File: config.mk
export PLATFORM = sky130hd
export DESIGN_NAME = if_fetch_stage_flat
export DESIGN_NICKNAME = d
export VERILOG_FILES = /design/src/rtl/if_fetch_stage_if.sv /design/src/rtl/if_fetch_stage.sv /design/src/flat_wrapper.sv
export SDC_FILE = /design/constraint.sdc
export NUM_CORES = 1
export LEC_CHECK = 0
export CAP_MARGIN = 20
export CELL_PAD_IN_SITES_DETAIL_PLACEMENT = 1
export CELL_PAD_IN_SITES_GLOBAL_PLACEMENT = 1
export CORE_AREA = 10 10 152 154
export CTS_BUF_LIST = sky130_fd_sc_hd__clkbuf_2 sky130_fd_sc_hd__clkbuf_4 sky130_fd_sc_hd__clkbuf_8
export DETAILED_ROUTE_END_ITERATION = 12
export DIE_AREA = 0 0 162 164
export GPL_TIMING_DRIVEN = 0
export PLACE_DENSITY_LB_ADDON = 0.12
export SYNTH_ARGS = -nofsm -noshare
export SYNTH_HDL_FRONTEND = slang
export SYNTH_SLANG_ARGS = --single-unit
File: constraint.sdc
create_clock -name clk -period 4.4 [get_ports clk]
set_input_delay 0.44 -clock clk [delete_from_list [all_inputs] [get_ports clk]]
set_output_delay 0.44 -clock clk [all_outputs]
set_load 0.02 [all_outputs]
File: src/rtl/if_fetch_stage_if.sv
// rtl/if_fetch_stage_if.sv - instruction memory request/acknowledge bundle
interface if_fetch_stage_if;
   logic        req;
   logic [31:0] addr;
   logic        ack;
   logic [31:0] rdata;

   modport master (output req, output addr, input ack, input rdata);
   modport slave  (input req, input addr, output ack, output rdata);
endinterface

File: src/rtl/if_fetch_stage.sv
// rtl/if_fetch_stage.sv - instruction fetch stage: PC, imem request FSM, IF/ID register
module if_fetch_stage #(
   parameter logic [31:0] RESET_PC = 32'hBFC0_0000
) (
   input  logic                     clk,
   input  logic                     rst,
   input  logic                     pa_pc_ifid_i,
   input  logic                     wash_ifid_i,
   input  logic                     redirect_valid_i,
   input  logic [31:0]              redirect_pc_i,
   if_fetch_stage_if.master         imem,
   output logic                     ifid_valid_o,
   output logic [31:0]              ifid_pc_o,
   output logic [31:0]              ifid_instr_o,
   output logic                     ifid_adel_o
);

   typedef enum logic [1:0] {S_FETCH, S_HOLD, S_DROP} state_t;

   state_t      state_q, state_d;
   logic [31:0] pc_q, pc_d;
   logic [31:0] buf_q, buf_d;
   logic [31:0] drop_addr_q, drop_addr_d;
   logic        ifid_valid_q, ifid_valid_d;
   logic [31:0] ifid_pc_q, ifid_pc_d;
   logic [31:0] ifid_instr_q, ifid_instr_d;
   logic        ifid_adel_q, ifid_adel_d;

   logic        aligned;
   logic        req_raw;
   logic [31:0] addr_sel;
   logic        res_avail;
   logic [31:0] res_instr;
   logic        res_adel;
   logic        capture;
   logic        load;

   assign aligned = (pc_q[1:0] == 2'b00);

   always_ff @(posedge clk or posedge rst) begin
      if (rst) begin
         state_q <= S_FETCH;
      end else begin
         state_q <= state_d;
      end
   end

   always_comb begin
      state_d = state_q;
      case (state_q)
         S_FETCH: begin
            if (redirect_valid_i) begin
               if (aligned && !imem.ack) state_d = S_DROP;
            end else if (aligned && imem.ack && pa_pc_ifid_i) begin
               state_d = S_HOLD;
            end
         end
         S_HOLD: begin
            if (redirect_valid_i || (!pa_pc_ifid_i && !wash_ifid_i)) state_d = S_FETCH;
         end
         S_DROP: begin
            if (imem.ack) state_d = S_FETCH;
         end
         default: state_d = S_FETCH;
      endcase
   end

   // S_DROP keeps presenting the abandoned address so the bus sees a stable request until ack.
   always_comb begin
      req_raw   = 1'b0;
      addr_sel  = pc_q;
      res_avail = 1'b0;
      res_instr = 32'h0;
      res_adel  = 1'b0;
      capture   = 1'b0;
      case (state_q)
         S_FETCH: begin
            req_raw = aligned;
            if (!aligned) begin
               res_avail = 1'b1;
               res_adel  = 1'b1;
            end else if (imem.ack) begin
               res_avail = 1'b1;
               res_instr = imem.rdata;
            end
            capture = aligned && imem.ack && pa_pc_ifid_i && !redirect_valid_i;
         end
         S_HOLD: begin
            res_avail = 1'b1;
            res_instr = buf_q;
         end
         S_DROP: begin
            req_raw  = 1'b1;
            addr_sel = drop_addr_q;
         end
         default: ;
      endcase
   end

   assign imem.req  = req_raw && !rst;
   assign imem.addr = addr_sel;

   assign load = !wash_ifid_i && !pa_pc_ifid_i && !redirect_valid_i && res_avail;

   always_comb begin
      pc_d         = redirect_valid_i ? redirect_pc_i : (load ? pc_q + 32'd4 : pc_q);
      buf_d        = capture ? imem.rdata : buf_q;
      drop_addr_d  = (state_q == S_DROP) ? drop_addr_q : pc_q;
      ifid_valid_d = 1'b0;
      ifid_pc_d    = ifid_pc_q;
      ifid_instr_d = 32'h0;
      ifid_adel_d  = 1'b0;
      if (!wash_ifid_i && pa_pc_ifid_i) begin
         ifid_valid_d = ifid_valid_q;
         ifid_instr_d = ifid_instr_q;
         ifid_adel_d  = ifid_adel_q;
      end else if (load) begin
         ifid_valid_d = 1'b1;
         ifid_pc_d    = pc_q;
         ifid_instr_d = res_instr;
         ifid_adel_d  = res_adel;
      end
   end

   always_ff @(posedge clk or posedge rst) begin
      if (rst) begin
         pc_q         <= RESET_PC;
         buf_q        <= 32'h0;
         drop_addr_q  <= RESET_PC;
         ifid_valid_q <= 1'b0;
         ifid_pc_q    <= RESET_PC;
         ifid_instr_q <= 32'h0;
         ifid_adel_q  <= 1'b0;
      end else begin
         pc_q         <= pc_d;
         buf_q        <= buf_d;
         drop_addr_q  <= drop_addr_d;
         ifid_valid_q <= ifid_valid_d;
         ifid_pc_q    <= ifid_pc_d;
         ifid_instr_q <= ifid_instr_d;
         ifid_adel_q  <= ifid_adel_d;
      end
   end

   assign ifid_valid_o = ifid_valid_q;
   assign ifid_pc_o    = ifid_pc_q;
   assign ifid_instr_o = ifid_instr_q;
   assign ifid_adel_o  = ifid_adel_q;

endmodule

File: src/flat_wrapper.sv
// flat-port wrapper written by rule: the top's interface ports become plain ports
module if_fetch_stage_flat 
#(
   parameter logic [31:0] RESET_PC = 32'hBFC0_0000
)
  (clk, rst, pa_pc_ifid_i, wash_ifid_i, redirect_valid_i, redirect_pc_i, ifid_valid_o, ifid_pc_o, ifid_instr_o, ifid_adel_o, imem_req, imem_addr, imem_ack, imem_rdata);
  if_fetch_stage_if imem_i ();
  input  logic clk;
  input  logic rst;
  input  logic pa_pc_ifid_i;
  input  logic wash_ifid_i;
  input  logic redirect_valid_i;
  input  logic [31:0] redirect_pc_i;
  output logic ifid_valid_o;
  output logic [31:0] ifid_pc_o;
  output logic [31:0] ifid_instr_o;
  output logic ifid_adel_o;
  output wire logic [$bits(imem_i.req)-1:0] imem_req;
  output wire logic [$bits(imem_i.addr)-1:0] imem_addr;
  input wire logic [$bits(imem_i.ack)-1:0] imem_ack;
  input wire logic [$bits(imem_i.rdata)-1:0] imem_rdata;
  assign imem_req = imem_i.req;
  assign imem_addr = imem_i.addr;
  assign imem_i.ack = imem_ack;
  assign imem_i.rdata = imem_rdata;
  if_fetch_stage #(.RESET_PC(RESET_PC)) u_core (.clk(clk), .rst(rst), .pa_pc_ifid_i(pa_pc_ifid_i), .wash_ifid_i(wash_ifid_i), .redirect_valid_i(redirect_valid_i), .redirect_pc_i(redirect_pc_i), .imem(imem_i), .ifid_valid_o(ifid_valid_o), .ifid_pc_o(ifid_pc_o), .ifid_instr_o(ifid_instr_o), .ifid_adel_o(ifid_adel_o));
endmodule
### Yosys cells after proc, flatten, opt, wreduce, memory -nomap -nowiden

Cells that the tools add are included.

| word-level totals | value |
|---|---|
| flip-flop bits (word level) | 164 |
| bits of input ports | 70 |
| output and inout bits | 99 |
| word-level logic and storage cells | 58 |

| operators by class | value |
|---|---|
| $add $sub $neg | 1 |
| eq/ne operators | 6 |
| muxes and demuxes | 22 |
| bitwise gates (word level) | 1 |
| reductions and logical operators | 20 |

Operators with widths:

| kind | count |
|---|---|
| $mux W32 | 6 |
| $pmux W32 S2 | 1 |
| $add A32 B3 Y32 const B | 1 |
| $mux W2 | 5 |
| $logic_and A1 B1 Y1 | 9 |
| $mux W1 | 7 |
| $ne A3 B2 Y1 const B | 2 |
| $pmux W2 S3 | 1 |
| $logic_not A1 Y1 | 5 |
| $logic_not A2 Y1 | 2 |
| $pmux W1 S2 | 2 |
| $reduce_and A4 Y1 | 1 |
| $eq A2 B1 Y1 const B | 1 |
| $eq A2 B2 Y1 const B | 1 |
| $ne A2 B1 Y1 const B | 1 |
| $ne A2 B2 Y1 const B | 1 |
| $reduce_and A2 Y1 | 1 |
| $reduce_bool A2 Y1 | 1 |
| $logic_or A1 B1 Y1 | 1 |
| $not A1 Y1 | 1 |

### Logic depth before layout (Yosys ltp)

Gate-level depths: netlist of run 1.

| depth | value |
|---|---|
| depth in word-level cells | 6 |
| mapped depth | 8 |
| depth with buffers taken out | 6 |

### Least setup slack after synthesis of run 1

Ideal clock, no wire load.

| timing | value |
|---|---|
| path kind | register to output |
| start point | reg u_core.state_q[0] |
| end point | out imem_addr[27] |
| arrival | 1.599 ns |
| data required time | 3.960 ns |
| path slack | 2.361 ns |
| cell stages (with the launch flop) | 6 |
| buffers on the path | 3 |
| path through | dfrtp_1 buf_2 nor2b_1 clkbuf_1 buf_1 mux2_2 |

| between the ends | value |
|---|---|
| longest elaborated chain between the ends | 2 |

RTL lines:

| element | line | text |
|---|---|---|
| from (decl) | if_fetch_stage.sv:20 | `state_t state_q, state_d;` |
| from (signal assigned) | if_fetch_stage.sv:44 | `state_q <= state_d;` |
| $eq A2 B2 Y1 | if_fetch_stage.sv:76 | `case (state_q)` |
| $mux W32 | if_fetch_stage.sv:76 |  |
| to (decl) | flat_wrapper.sv:19 | `output wire logic [$bits(imem_i.addr)-1:0] imem_addr;` |

No other way between the ends.

### Worst setup path in the final report of run 1

| timing | value |
|---|---|
| start point | reg u_core.state_q[1] |
| end point | out imem_addr[27] |

Same word-level chain as after synthesis.

==> impl_metrics.csv, run 1 <==
group,metric,value,unit
layout,final_design_area_no_fill,0.009609,sq mm
critical_path,crit_type,"reg -> out",
placed_design,placed_area,0.009238,sq mm
grt,grt_max_degree,38,
yosys,ys.warnings.count,0,
placed_design,hpwlAfterDp,16970,microns
sta,rsz0062_at_grt,"false",
floorplanning,initial_core_util,35.43,%
clocking,h-tree-depth,4,
yosys,netlist_top_cells_area,"dfrtp_1, dfstp_2, nand2_1, mux2_2, o21ai_0",
layout,num_antenna_cells,0,
sta,tns,0,ns
sta,period_share,76.42,%
sta,maxSlewViolCount,0,
yosys,synth_cell_type_count,52,
clocking,postCtsSetupBuffers,0,
detailed_routing,drc,0,
clocking,cts_buffers,17,
yosys,synthCells,666,
clocking,root_buffer,"clkbuf_8",
sta,fmax,297.4,MHz
layout,area_delta_synth_final,35.35,%
detailed_routing,drt_iter0_markers,258,
sta,whs,0.4413,ns
detailed_routing,ant_nets,0,
yosys,synth_top_area_share,48.29,%
critical_path,reg2reg_from,"u_core.pc_q[2]$_DFFE_PP0P_",
grt,grt_pass1_vias,6538,
power_and_ir_drop,vdd_drop_max,209.4,uV
critical_path,worstSetupStartpoint,"u_core.state_q[1]$_DFFE_PP0P_",
critical_path,crit_path_start_kind,"flip-flop",
yosys,synth_area,0.007099,sq mm
sta,maxSlewHeadroom,43.24,%
detailed_routing,vias,5818,
yosys,ys_ff_latch,164,
floorplanning,placementRows,52,
layout,fin_util,47.95,%
critical_path,cp.required,3.96,ns
power_and_ir_drop,p_per_area,406.8,mW/mm^2
clocking,cts_sinks,164,
power_and_ir_drop,p_leak,0.004004,uW
grt,grt_pass1_wl,35940,microns
sta,fin_worst_skew,0.01648,ns
yosys,avgSynthCellArea,10.66,sq um
yosys,ys_seq_area_share,58.28,%
detailed_routing,viasPerCell,5.104,
grt,grt_usage,16.98,%
run,max-cap-violations,0,
sta,tightest_slew,0.8485,ns
clocking,cts_tree,"done",
floorplanning,fp.dieW,162,microns
clocking,clockBufferDepth,2,
detailed_routing,routedWlPerCell,19.61,microns
placed_design,gp_congestion,0.8111,
critical_path,cp_data_arrival_time,2.92,ns
placed_design,io_buffer_count,168,
grt,grt_overflow,0,
detailed_routing,finalWirelength,22350,microns
floorplanning,ioPinCount,169,
status,status,"finished, final reports clean",
yosys,synth_edf_count,0,
clocking,clock_latency,0.47,ns
yosys,synthFlopType,"dfrtp_1",
detailed_routing,first_pass_iters,4,
sta,period_needed,3.363,ns
floorplanning,die_h,164,microns
min_path,min_path_type,"in -> async",
yosys,yosysMostFrequentCell,"nand2_1",
clocking,clk_pin_slew,0.09,ns
critical_path,path_max_fanout,10,
layout,final_layout_size_suffix_gt1_share,17.36,%
clocking,cts_resized,0,
sta,setup_viol,0,
floorplanning,dieArea,0.02657,sq mm
critical_path,endpoint_kind,"output port",
yosys,synth_nets,737,
clocking,cts_hold_buffers,0,
floorplanning,core-area,0.02004,sq mm
sta,finalHoldViolCount,0,
layout,fin_nets,929,
yosys,synth_common_cells,"nand2_1, dfrtp_1, mux2_2",
grt,antenna_found_initial,0,
yosys,synthArstFlopShare,100.0,%
yosys,synth_area_leader_cell,"dfrtp_1",
## cell families after synthesis
logic type | share of synthesized area (%)
simple gates | 15.33
fa+ha+maj | 0.1762
xor+xnor | 0.2468
buf+inv | 3.172
mux | 10.26
compound gates | 12.53
flops | 58.28
## per-stage QoR
step | instances | setup WS [ns] | total power (uW)
2_1_floorplan | 666 | 1.897 | 2414
3_3_place_gp | 1104 | 0.4244 | 2840
6_report | 1140 | 1.037 | 3909
5_1_grt | 1140 | 0.7430 | 4118
4_1_cts | 1140 | 0.9639 | 3969
3_5_place_dp | 1109 | 1.480 | 2893
## cell type report
cell class	count	area, sq um
Multi-Input combinational cell	451	2736
Inverter	6	26.28
Clock buffer	18	247.7
Fill cell	2276	10430
Tap cell	270	337.8
Timing Repair Buffer	173	1797
Sequential cell	164	4138
Clock inverter	13	123.9
Buffer	45	202.7
## final timing paths
check,to,slack [ns],depth (start not counted)
setup / recovery,imem_addr[27],1.04,5
hold / removal,u_core.ifid_instr_o[0]$_DFFE_PP0N_,0.44,2
setup reg to reg,u_core.pc_q[20]$_DFFE_PP0P_,1.98,6
hold reg to reg,u_core.ifid_pc_o[28]$_DFFE_PP1P_,0.46,2
max in group asynchronous,u_core.pc_q[23]$_DFFE_PP1P_,3.12,4
min in group clk,u_core.ifid_pc_o[28]$_DFFE_PP1P_,0.46,2
## cell usage in the layout, fill, tap and decap left out, types with 2 or more instances in the layout
cell,instances
nand2_1,172
clkdlybuf4s50_1,168
dfrtp_1,137
mux2_2,55
o21ai_0,54
a22oi_1,34
dfstp_2,27
buf_2,21
clkbuf_1,21
nor2_1,19
clkbuf_8,18
nand4_1,15
nand3_1,14
o211ai_1,11
a21oi_1,8
mux2_1,7
nor3_1,6
inv_1,5
o311ai_1,5
inv_6,5
clkinvlp_4,4
nor4_1,4
nor2b_1,3
o21ai_1,3
and2_1,3
o311ai_0,3
a221o_1,3
mux2i_1,3
buf_12,3
or3_1,2
buf_4,2
a31oi_1,2
and3_1,2
clkinv_2,2
clkinv_4,2
buf_16,2
## worst max-delay path: stages (launching register included)
cell and delay, ns:
dfrtp_1 0.50, nor2b_1 0.17, clkbuf_1 0.46, buf_1 0.39
mux2_2 0.40, clkdlybuf4s50_1 0.55
## sequential cells by signal (all words and copies together) (netlist names)
name / cells
u_core.ifid_adel_o: 1
u_core.ifid_valid_o: 1
u_core.buf_q: 32
u_core.drop_addr_q: 32
u_core.ifid_instr_o: 32
u_core.pc_q: 32
u_core.ifid_pc_o: 32
u_core.state_q: 2
## routing by layer
metal	routed length, microns	vias up	GRT usage [%]	share of wire (%)
li1	-	2723	-	-
met1	9611	2923	20.11	43
met2	11130	143	29.30	50
met3	1215	29	4.806	5.4
met4	398	0	5.211	1.8
met5	0	-	0	0
## power by group
group | total [uW] | switching [uW] | internal [uW]
combinational | 913 | 466 | 447
sequential | 1930 | 150 | 1780
clock | 1070 | 600 | 467
Note: power is estimated with default switching activity, not from simulation.
==> run 2, diff against run 1 <==
==> constraint.sdc (replaced) <==
create_clock -name clk -period 2.7 [get_ports clk]
set_input_delay 0.27 -clock clk [delete_from_list [all_inputs] [get_ports clk]]
set_output_delay 0.27 -clock clk [all_outputs]
set_load 0.02 [all_outputs]
==> run 2 against run 1 <==
- non-clock buffer count unchanged
- final cell count unchanged
- clock skew hardly changed
- worst hold slack worse by 0.17 ns
- clock-buffer cell count unchanged
- design area shrank 0.13%
- sequential cell count unchanged
- die area stayed put
- critical path depth grew 1
- highest routed layer unchanged
==> impl_metrics.csv, run 2 (same netlist as run 1, synthesis figures left out) <==
group,metric,value,unit
status,status,"finished, final reports clean",
power_and_ir_drop,p_leak,0.004075,uW
grt,grt_overflow,0,
layout,fillers,2280,
power_and_ir_drop,swShare,31.25,%
placed_design,io_buffer_count,168,
detailed_routing,finalWirelength,22370,microns
grt,grt_pass1_vias,6538,
placed_design,hpwlAfterDp,16970,microns
sta,period_share,93.73,%
critical_path,cp.required,2.43,ns
layout,num_antenna_cells,0,
critical_path,path_max_fanout,10,
sta,whs,0.2734,ns
placed_design,gp_congestion,0.8111,
power_and_ir_drop,intPower,4353,uW
critical_path,endpoint_kind,"output port",
detailed_routing,first_pass_iters,4,
clocking,cts_hold_buffers,0,
sta,fin_worst_skew,0.01645,ns
layout,final_cell_mix,"nand2_1, clkdlybuf4s50_1, dfrtp_1, mux2_2, o21ai_0",
critical_path,crit_type,"reg -> out",
layout,final_layout_size_suffix_gt1_share,17.70,%
power_and_ir_drop,comb_power_share,22.9,%
grt,busiest_layer,"met2",
grt,grtUsageMet2,29.30,%
layout,fin_util,47.89,%
min_path,min_path_type,"in -> async",
detailed_routing,drc,0,
clocking,cts_sinks,164,
floorplanning,placementRows,52,
floorplanning,dieArea,0.02657,sq mm
layout,multi_input_area,0.002736,sq mm
sta,rsz0062_at_grt,"false",
clocking,cts_tree,"done",
sta,period_needed,2.531,ns
sta,maxSlewViolCount,0,
floorplanning,ioPinCount,169,
power_and_ir_drop,clkPwrFrac,27.4,%
grt,grt_pass1_wl,35940,microns
layout,fin_nets,929,
sta,setup_viol,0,
sta,fmax,395.1,MHz
power_and_ir_drop,p_total,6332,uW
layout,seqCellArea,0.004139,sq mm
run,max-cap-violations,0,
power_and_ir_drop,p_switching,1979,uW
power_and_ir_drop,power.share.sequential,49.7,%
grt,grt_use_met3,4.756,%
power_and_ir_drop,p_per_area,659.8,mW/mm^2
clocking,clockBufferDepth,2,
floorplanning,initial_core_util,35.43,%
layout,final_common_cell,"nand2_1",
clocking,clock_latency,0.47,ns
detailed_routing,drt_iter0_markers,244,
floorplanning,core-area,0.02004,sq mm
sta,tns,0,ns
sta,finalHoldViolCount,0,
critical_path,cp_data_arrival_time,2.26,ns
clocking,h-tree-depth,4,
grt,grt_max_degree,38,
clocking,cts_buffers,17,
sta,maxSlewHeadroom,42.34,%
detailed_routing,viasPerCell,5.076,
clocking,root_buffer,"clkbuf_8",
power_and_ir_drop,vdd_drop_max,341.3,uV
layout,area_delta_synth_final,35.18,%
critical_path,r2r_slack,0.29,ns
critical_path,crit_path_start_kind,"flip-flop",
floorplanning,fp.dieW,162,microns
floorplanning,die_h,164,microns
grt,antenna_found_initial,0,
detailed_routing,routedWlPerCell,19.63,microns
grt,grt_usage,16.97,%
detailed_routing,ant_nets,0,
clocking,clk_pin_slew,0.09,ns
sta,tightest_slew,0.8620,ns
grt,use_met1,20.13,%
detailed_routing,vias,5787,
## run 2: changes by cell type in the layout (fill, tap and decap cells not counted), sizes merged
cell / delta
dlymetal6s2s: +1
clkdlybuf4s50: -27
dlygate4sd2: +26
## run 2: worst max-delay path, stage by stage, from the launching register on
cell and delay (ns):
dfrtp_1 0.36, buf_2 0.18, nor2b_1 0.17, buf_6 0.18, buf_4 0.22, mux2_2 0.37, dlygate4sd2_1 0.33
## run 2: cell type report
cell class	count	share of cell area, %
buffer	45	2.282
clock inverter	13	1.291
inverter	6	0.2738
multi-input combinational	451	28.51
clock buffer	18	2.581
sequential	164	43.13
timing repair buffer	173	18.41
tap	270	3.520
## run 2: path summary, 6_finish.rpt
path,from,to,depth (start not counted)
worst max-delay path,u_core.state_q[0]$_DFFE_PP0P_,imem_addr[16],6
worst max register to register,u_core.state_q[0]$_DFFE_PP0P_,u_core.pc_q[10]$_DFFE_PP0P_,6
worst min register to register,u_core.ifid_pc_o[28]$_DFFE_PP1P_,u_core.ifid_pc_o[28]$_DFFE_PP1P_,2
max in group asynchronous,rst,u_core.pc_q[23]$_DFFE_PP1P_,4
worst min-delay path,rst,u_core.ifid_instr_o[0]$_DFFE_PP0N_,2
min in group clk,redirect_pc_i[26],u_core.pc_q[26]$_DFFE_PP1P_,3
## run 2: routing by layer
layer / part of all wire, % / routed length, microns
met1: 43 / 9561
met2: 50 / 11160
met5: 0 / 0
met4: 1.7 / 373
met3: 5.7 / 1278
## run 2: metrics by stage
step	std cells	worst slack, ns	instance area, sq um
finish	1140	0.1692	9597
global route	1140	0.009030	9597
detailed placement	1109	-0.05000	9238
CTS	1140	0.08324	9588
floorplan	666	0.3673	7103
global placement	1104	-1.106	9123
## run 2: repair_timing
item,CTS,global route
resized for setup,32,4
pin swaps,0,0
endpoints found under the setup margin,32,20
setup buffers,0,0
## run 2: power groups by stage
stage,clock [uW],combinational [uW],sequential (uW)
final,1740,1450,3150
after global placement,0,1460,3160
after global routing,1880,1590,3200
after floorplan,0,658,3280
after detailed placement,0,1520,3190
after CTS,1790,1490,3150
